**src/rtl/bus_read_fifo.sv**
```systemverilog
// Bus read data stage: producer-side FIFO that pops one word per den assertion,
// registers the word and output enable for the bus driver, and flags overflow/underrun.
//
// state (den_q) | meaning
// 0             | idle, next den high is a read start
// 1             | reading, den already seen high; no further pops until den drops
module bus_read_fifo #(
   parameter int DW     = 8,
   parameter int AW     = 3,
   parameter int UNDVAL = 0
) (
   input  logic          clk,
   input  logic          rst,
   input  logic          wr_en,
   input  logic [DW-1:0] wr_data,
   output logic          full,
   output logic          empty,
   output logic [AW:0]   count,
   input  logic          den,
   output logic [DW-1:0] dout,
   output logic          oe,
   output logic          ovf,
   output logic          udf,
   input  logic          clr_err
);

   localparam int            DEPTH     = 2**AW;
   localparam int            CW        = AW + 1;
   localparam logic [DW-1:0] UND_WORD  = DW'(UNDVAL);
   localparam logic [CW-1:0] DEPTH_CNT = CW'(DEPTH);

   logic [DW-1:0] mem_q [DEPTH];

   logic [AW-1:0] wr_ptr_q, wr_ptr_d;
   logic [AW-1:0] rd_ptr_q, rd_ptr_d;
   logic [CW-1:0] count_q,  count_d;
   logic [DW-1:0] dout_q,   dout_d;
   logic          oe_q,     oe_d;
   logic          ovf_q,    ovf_d;
   logic          udf_q,    udf_d;
   logic          den_q,    den_d;

   logic          full_w;
   logic          empty_w;
   logic          push;
   logic          push_rej;
   logic          start;
   logic          pop;
   logic          start_und;

   // All qualifiers use pre-edge occupancy, so a same-edge push never bypasses to dout.
   always_comb begin
      full_w    = (count_q == DEPTH_CNT);
      empty_w   = (count_q == '0);
      start     = den & ~den_q;
      push      = wr_en & ~full_w;
      push_rej  = wr_en & full_w;
      pop       = start & ~empty_w;
      start_und = start & empty_w;
   end

   always_comb begin
      wr_ptr_d = wr_ptr_q;
      rd_ptr_d = rd_ptr_q;
      count_d  = count_q;
      dout_d   = dout_q;
      oe_d     = den;
      den_d    = den;
      ovf_d    = ovf_q & ~clr_err;
      udf_d    = udf_q & ~clr_err;

      if (push) begin
         wr_ptr_d = wr_ptr_q + AW'(1);
      end
      if (pop) begin
         rd_ptr_d = rd_ptr_q + AW'(1);
         dout_d   = mem_q[rd_ptr_q];
      end else if (start_und) begin
         dout_d   = UND_WORD;
      end
      count_d = count_q + CW'(push) - CW'(pop);

      // Set wins over a same-edge clear.
      if (push_rej) begin
         ovf_d = 1'b1;
      end
      if (start_und) begin
         udf_d = 1'b1;
      end
   end

   always_ff @(posedge clk or negedge rst) begin
      if (!rst) begin
         wr_ptr_q <= '0;
         rd_ptr_q <= '0;
         count_q  <= '0;
         dout_q   <= '0;
         oe_q     <= 1'b0;
         ovf_q    <= 1'b0;
         udf_q    <= 1'b0;
         den_q    <= 1'b0;
      end else begin
         wr_ptr_q <= wr_ptr_d;
         rd_ptr_q <= rd_ptr_d;
         count_q  <= count_d;
         dout_q   <= dout_d;
         oe_q     <= oe_d;
         ovf_q    <= ovf_d;
         udf_q    <= udf_d;
         den_q    <= den_d;
      end
   end

   // Storage contents are don't-care after reset, so the array carries no reset.
   always_ff @(posedge clk) begin
      if (push) begin
         mem_q[wr_ptr_q] <= wr_data;
      end
   end

   assign full  = full_w;
   assign empty = empty_w;
   assign count = count_q;
   assign dout  = dout_q;
   assign oe    = oe_q;
   assign ovf   = ovf_q;
   assign udf   = udf_q;

endmodule

```
**config.mk**
```make
export PLATFORM = sky130hd
export DESIGN_NAME = bus_read_fifo
export DESIGN_NICKNAME = d
export VERILOG_FILES = /design/src/rtl/bus_read_fifo.sv
export SDC_FILE = /design/constraint.sdc
export NUM_CORES = 1
export LEC_CHECK = 0
export CORE_MARGIN = 2
export CORE_UTILIZATION = 51
export DETAILED_ROUTE_END_ITERATION = 10
export PLACE_DENSITY = 0.75
export SLEW_MARGIN = 15
export SYNTH_ARGS = -nofsm -noshare
export SYNTH_HDL_FRONTEND = slang
export SYNTH_SLANG_ARGS = --single-unit
export TNS_END_PERCENT = 100
```
**constraint.sdc**
```tcl
create_clock -name clk -period 2.3 [get_ports clk]
set_input_delay 0.345 -clock clk [delete_from_list [all_inputs] [get_ports clk]]
set_output_delay 0.345 -clock clk [all_outputs]
set_load 0.05 [all_outputs]
```
======== After elaboration in Yosys (flattened, before gate mapping) ========
Memory sizes are Yosys's and may differ from the RTL's.
Cells that the tools add are included.
storage, ports and cells
  bits in writable memories ............... 64
  word-level logic and storage cells ...... 32
  latch bits .............................. 0
  bits in read-only memories .............. 0
  memories kept ........................... 1
  flip-flop bits (word level) ............. 21
cells by class
  div/mod/pow operators ................... 0
  shift operators ......................... 0
  $add $sub $neg .......................... 4
  magnitude comparators ................... 0
  bitwise logic cells ..................... 11
  reductions and logical operators ........ 2
  multiply operators ...................... 0
  mux-type cells .......................... 6
  eq/ne operators ......................... 1
memory list
  memory  depth  width  rd ports  clocked after Yosys merged registers in  wr ports  line  source
  mem_q   8      8      1         0                                        1         32    logic [DW-1:0] mem_q [DEPTH];
operators by type and width
  operator             number
  $mux 8               2
  $and 1x1->1          7
  $add 3x1->3 const B  2
  $add 4x1->4          1
  $eq 4x4->1 const B   1
  $logic_not 4->1      1
  $mux 1               4
  $not 1->1            4
  $sub 4x1->4          1
  $reduce_bool 2->1    1

======== Depth between registers and ports, before layout ========
  depth after elaboration ................. 5
  depth in mapped cells ................... 12
  mapped depth without buffers ............ 11

======== Worst setup path after synthesis ========
Ideal clock, no wire load.
  path type ............................... flip-flop to flip-flop
  from .................................... reg count_q[2] (netlist: count[2])
  to ...................................... reg count_q[2] (netlist: count[2])
  buffers on the path ..................... 1
  slack ................................... -0.409 ns
  period minus slack after synthesis ...... 2.709 ns
  arrival time ............................ 2.587 ns
  data required time ...................... 2.177 ns
  stages on the path, launching flop included .. 13
  library setup time ...................... 0.123 ns
  cell sequence ........................... dfrtp_1 inv_1 ha_1 or3b_2 nand2_1 buf_4 inv_1 ha_1 inv_1 ha_1 inv_1 fa_1 xnor2_1
between the ends
  longest elaborated chain between the ends .. 5
  elaborated cells on any way between the ends .. 8
  classes of those cells .................. 2 x add/sub; 1 x eq/ne; 4 x bitwise; 1 x reduce/logical
RTL lines
  element                 line  source
  start, declared         36    logic [CW-1:0] count_q, count_d;
  start signal, assigned  105   count_q <= count_d;
  $eq 4x4->1              53    full_w = (count_q == DEPTH_CNT);
  $not 1->1               56    push = wr_en & ~full_w;
  $and 1x1->1             56
  $add 4x1->4             81    count_d = count_q + CW'(push) - CW'(pop);
  $sub 4x1->4 (*)         81
  named net count_d[2]    36
Mark *: on every way through the listed nets, which the timed path passes. The rest lies on a longest branch.
A chain may end at the register's enable or synchronous reset.

======== Final worst setup path ========
  from .................................... reg count_q[2] (netlist: count[2])
  to ...................................... mem mem_q[3][0] (enable)
between the ends
  longest elaborated chain between the ends .. 5
RTL lines
  element                       line  source
  $eq 4x4->1                    53
  $not 1->1                     56
  $and 1x1->1                   56
  $mux 1                        116   if (push) begin
  $mux 1 (implied by the code)  117   mem_q[wr_ptr_q] <= wr_data;
  end, declared                 32
Every way passes these cells.

==> results.sh <==
export IMPL_hold_slack_ns=0.336
export IMPL_syn_area_per_cell_um2=17.0
export IMPL_cts_root_buf="clkbuf_8"
export IMPL_grt_pass1_vias=1808
export IMPL_die_area_um2=7520
export IMPL_synth_top_area_share_pct=55.1
export IMPL_grt_pass1_wl_mm=9.56
export IMPL_power_share_switching_pct=36.9
export IMPL_crit_arrival_ns=2.18
export IMPL_status="completed"
export IMPL_power_leakage_uw=0.00152
export IMPL_area_delta_synth_final_pct=19.0
export IMPL_final_antenna_net_count=0
export IMPL_clk_pin_slew_ns=0.09
export IMPL_min_period_ns=2.20
export IMPL_syn_nets=227
export IMPL_seq_area_um2=2450
export IMPL_wire_per_inst_um=18.3
export IMPL_endpoint_kind="register"
export IMPL_syn_area_um2=3490
export IMPL_power_switching_uw=1950
export IMPL_seq_power_share_pct=42.4
export IMPL_ctsHoldBuffers=0
export IMPL_vias_per_cell=5.59
export IMPL_hp_class="in2async"
export IMPL_finalSetupViolCount=0
export IMPL_grt_max_degree=22
export IMPL_min_period_over_period_pct=95.9
export IMPL_post_route_drc_count=0
export IMPL_yosysWarnings=0
export IMPL_clockPowerShare_pct=18.1
export IMPL_dieWidth_um=86.7
export IMPL_place_gp_congestion=0.748
export IMPL_drtIter0Drc=85
export IMPL_crit_fanout=8
export IMPL_crit_path_max_incr_delay_ns=0.71
export IMPL_drive_above_1_share_pct=25.7
export IMPL_core_area_um2=6720
export IMPL_rsz0062_at_grt="false"
export IMPL_layout_setup_ws_ns=0.0953
export IMPL_drv_slew=0
export IMPL_yosys_top_cells_count="edfxtp_1, dfrtp_1, mux2_2"
export IMPL_worstSetupStartpointType="register"
export IMPL_skew_ns=0.0111
export IMPL_ir_worst_vdd_mv=0.433
export IMPL_grt_overflow_total=0
export IMPL_layout_nets=270
export IMPL_async_reset_ff_share_pct=24.7
export IMPL_p_comb_share_pct=39.5
export IMPL_rows=30
export IMPL_die_y_um=86.7
export IMPL_max_slew_margin_pct=43.0
export IMPL_first_pass_iters=4
export IMPL_yosysMostFrequentCell="edfxtp_1"
export IMPL_cts_buffer_depth=2
export IMPL_finalWirelength_mm=6.09
export IMPL_crit_family="simple AND/OR/NAND/NOR gates"
export IMPL_synth_edff_count=64
export IMPL_finalHoldViolations=0
export IMPL_crit_chain="inv_2 -> ha_1 -> or3b_4 -> buf_4 -> nand3_1 -> nor2_1"
export IMPL_cellPowerDensity_nw_per_um2=1270
export IMPL_synth_top_area_cell="edfxtp_1"
export IMPL_grt_use_met1_pct=24.0
export IMPL_ios=30
export IMPL_yosys_top_cells_area="edfxtp_1, dfrtp_1, mux2_2"
export IMPL_start_util_pct=51.9
export IMPL_vias=1863
export IMPL_yosysSeqAreaShare_pct=70.2
export IMPL_clock_latency_ns=0.35
export IMPL_utilization_pct=61.8
export IMPL_cp_slowest_cell="nor2_1"
export IMPL_intPower_uw=3330
export IMPL_grt_use_met3_pct=2.86
export IMPL_path_class="reg2reg"
export IMPL_fillers=463
export IMPL_port_buffers=29
export IMPL_grt_total_usage_pct=17.5
export IMPL_cp_num_buf_inv=2
export IMPL_synth_seq_cells=85
export IMPL_diodes=0
export IMPL_max_freq_mhz=454
export IMPL_maxCapViolations=0
export IMPL_cts_tree="yes"
export IMPL_worst_pin_slew_ns=0.852
export IMPL_synth_cells=205
export IMPL_met2_usage_pct=28.0
export IMPL_grt_busiest_layer="met2"
export IMPL_cts_buffers=9
export IMPL_cts_num_sinks=85
export IMPL_cts_htree_levels=3
export IMPL_dpl_hpwl_mm=4.21
export IMPL_multi_input_area_um2=987
export IMPL_required_ns=2.28
export IMPL_place_ws_ns=0.0111
export IMPL_antenna_found_initial=0
export IMPL_yosysUniqueCellTypes=34
export IMPL_ys_flop_type="edfxtp_1"
[per-stage QoR]
step                setup TNS, ns  area (µm²)  std cells  total power [µW]
finish                          0        4150        333              5280
CTS                             0        4130        332              5290
detailed placement              0        3950        316              4330
floorplan                  -0.195        3530        205              3730
global placement                0        3950        316              4260
global route                    0        4150        333              5550
[flip-flops by register name (all words and copies together) (netlist names)]
signal,count
mem_q,64
dout,8
count,4
rd_ptr_q,3
wr_ptr_q,3
den_q,1
ovf,1
udf,1
[cells in the final DEF, fill, tap and decap left out, drive strengths merged, types with 2 or more instances in the layout]
cell type and count:
edfxtp 64, clkdlybuf4s50 27, dfrtp 21, mux2 17, inv 14, buf 13
nand2 11, clkbuf 9, nor2b 8, mux4 8, ha 8, nor2 7
o22ai 7, o31ai 7, xnor2 5, nand2b 4, nand3 3, or3b 2
nor3 2, a22o 2, clkinvlp 2, clkinv 2
[logic make-up after synthesis]
family                   after synthesis  synth area share [%]
flip-flops                            85                  70.2
AND/OR/NAND/NOR                       41                  6.10
multiplexers                          26                  11.6
AO/OA/AOI/OAI                         19                  4.09
buffers and inverters                 19                  3.12
adder cells (fa/ha/maj)                9                  3.44
XOR/XNOR                               6                  1.51
[layout make-up]
cell class | count | share of cell area [%]
Clock buffer | 9 | 2.98
Clock inverter | 7 | 1.39
Inverter | 11 | 0.994
Multi-Input combinational cell | 101 | 23.8
Sequential cell | 85 | 59.0
Tap cell | 80 | 2.41
Timing Repair Buffer | 40 | 9.46
[routing by layer]
layer / share of wire (%) / vias up
li1: - / 864
met1: 45 / 940
met2: 48 / 50
met3: 5.1 / 9
met4: 2.1 / 0
met5: 0 / -
[power by group through the flow]
stage	Clock, µW	Combinational, µW	Sequential [µW]
global placement	0	2010	2260
finish	957	2080	2240
CTS	984	2070	2240
detailed placement	0	2060	2270
global route	1030	2240	2280
floorplan	0	1150	2580
[worst paths after layout]
path	from	slack (ns)	depth (start not counted)	endpoint
hold reg to reg	dout[7]	0.48	2	dout[7]
setup / recovery	count[2]	0.1	6	mem_q[3][0]
hold / removal	rst	0.34	2	dout[7]
setup reg to reg	count[2]	0.1	6	mem_q[3][0]
max in group asynchronous	rst	1.73	2	count[3]
min in group clk	dout[7]	0.48	2	dout[7]
[repair_timing]
item                       4_1_cts  5_1_grt
buffers inserted                 0        1
setup endpoints to repair        0        3
resized for setup                0        4
Note: power is estimated with default switching activity, not from simulation.
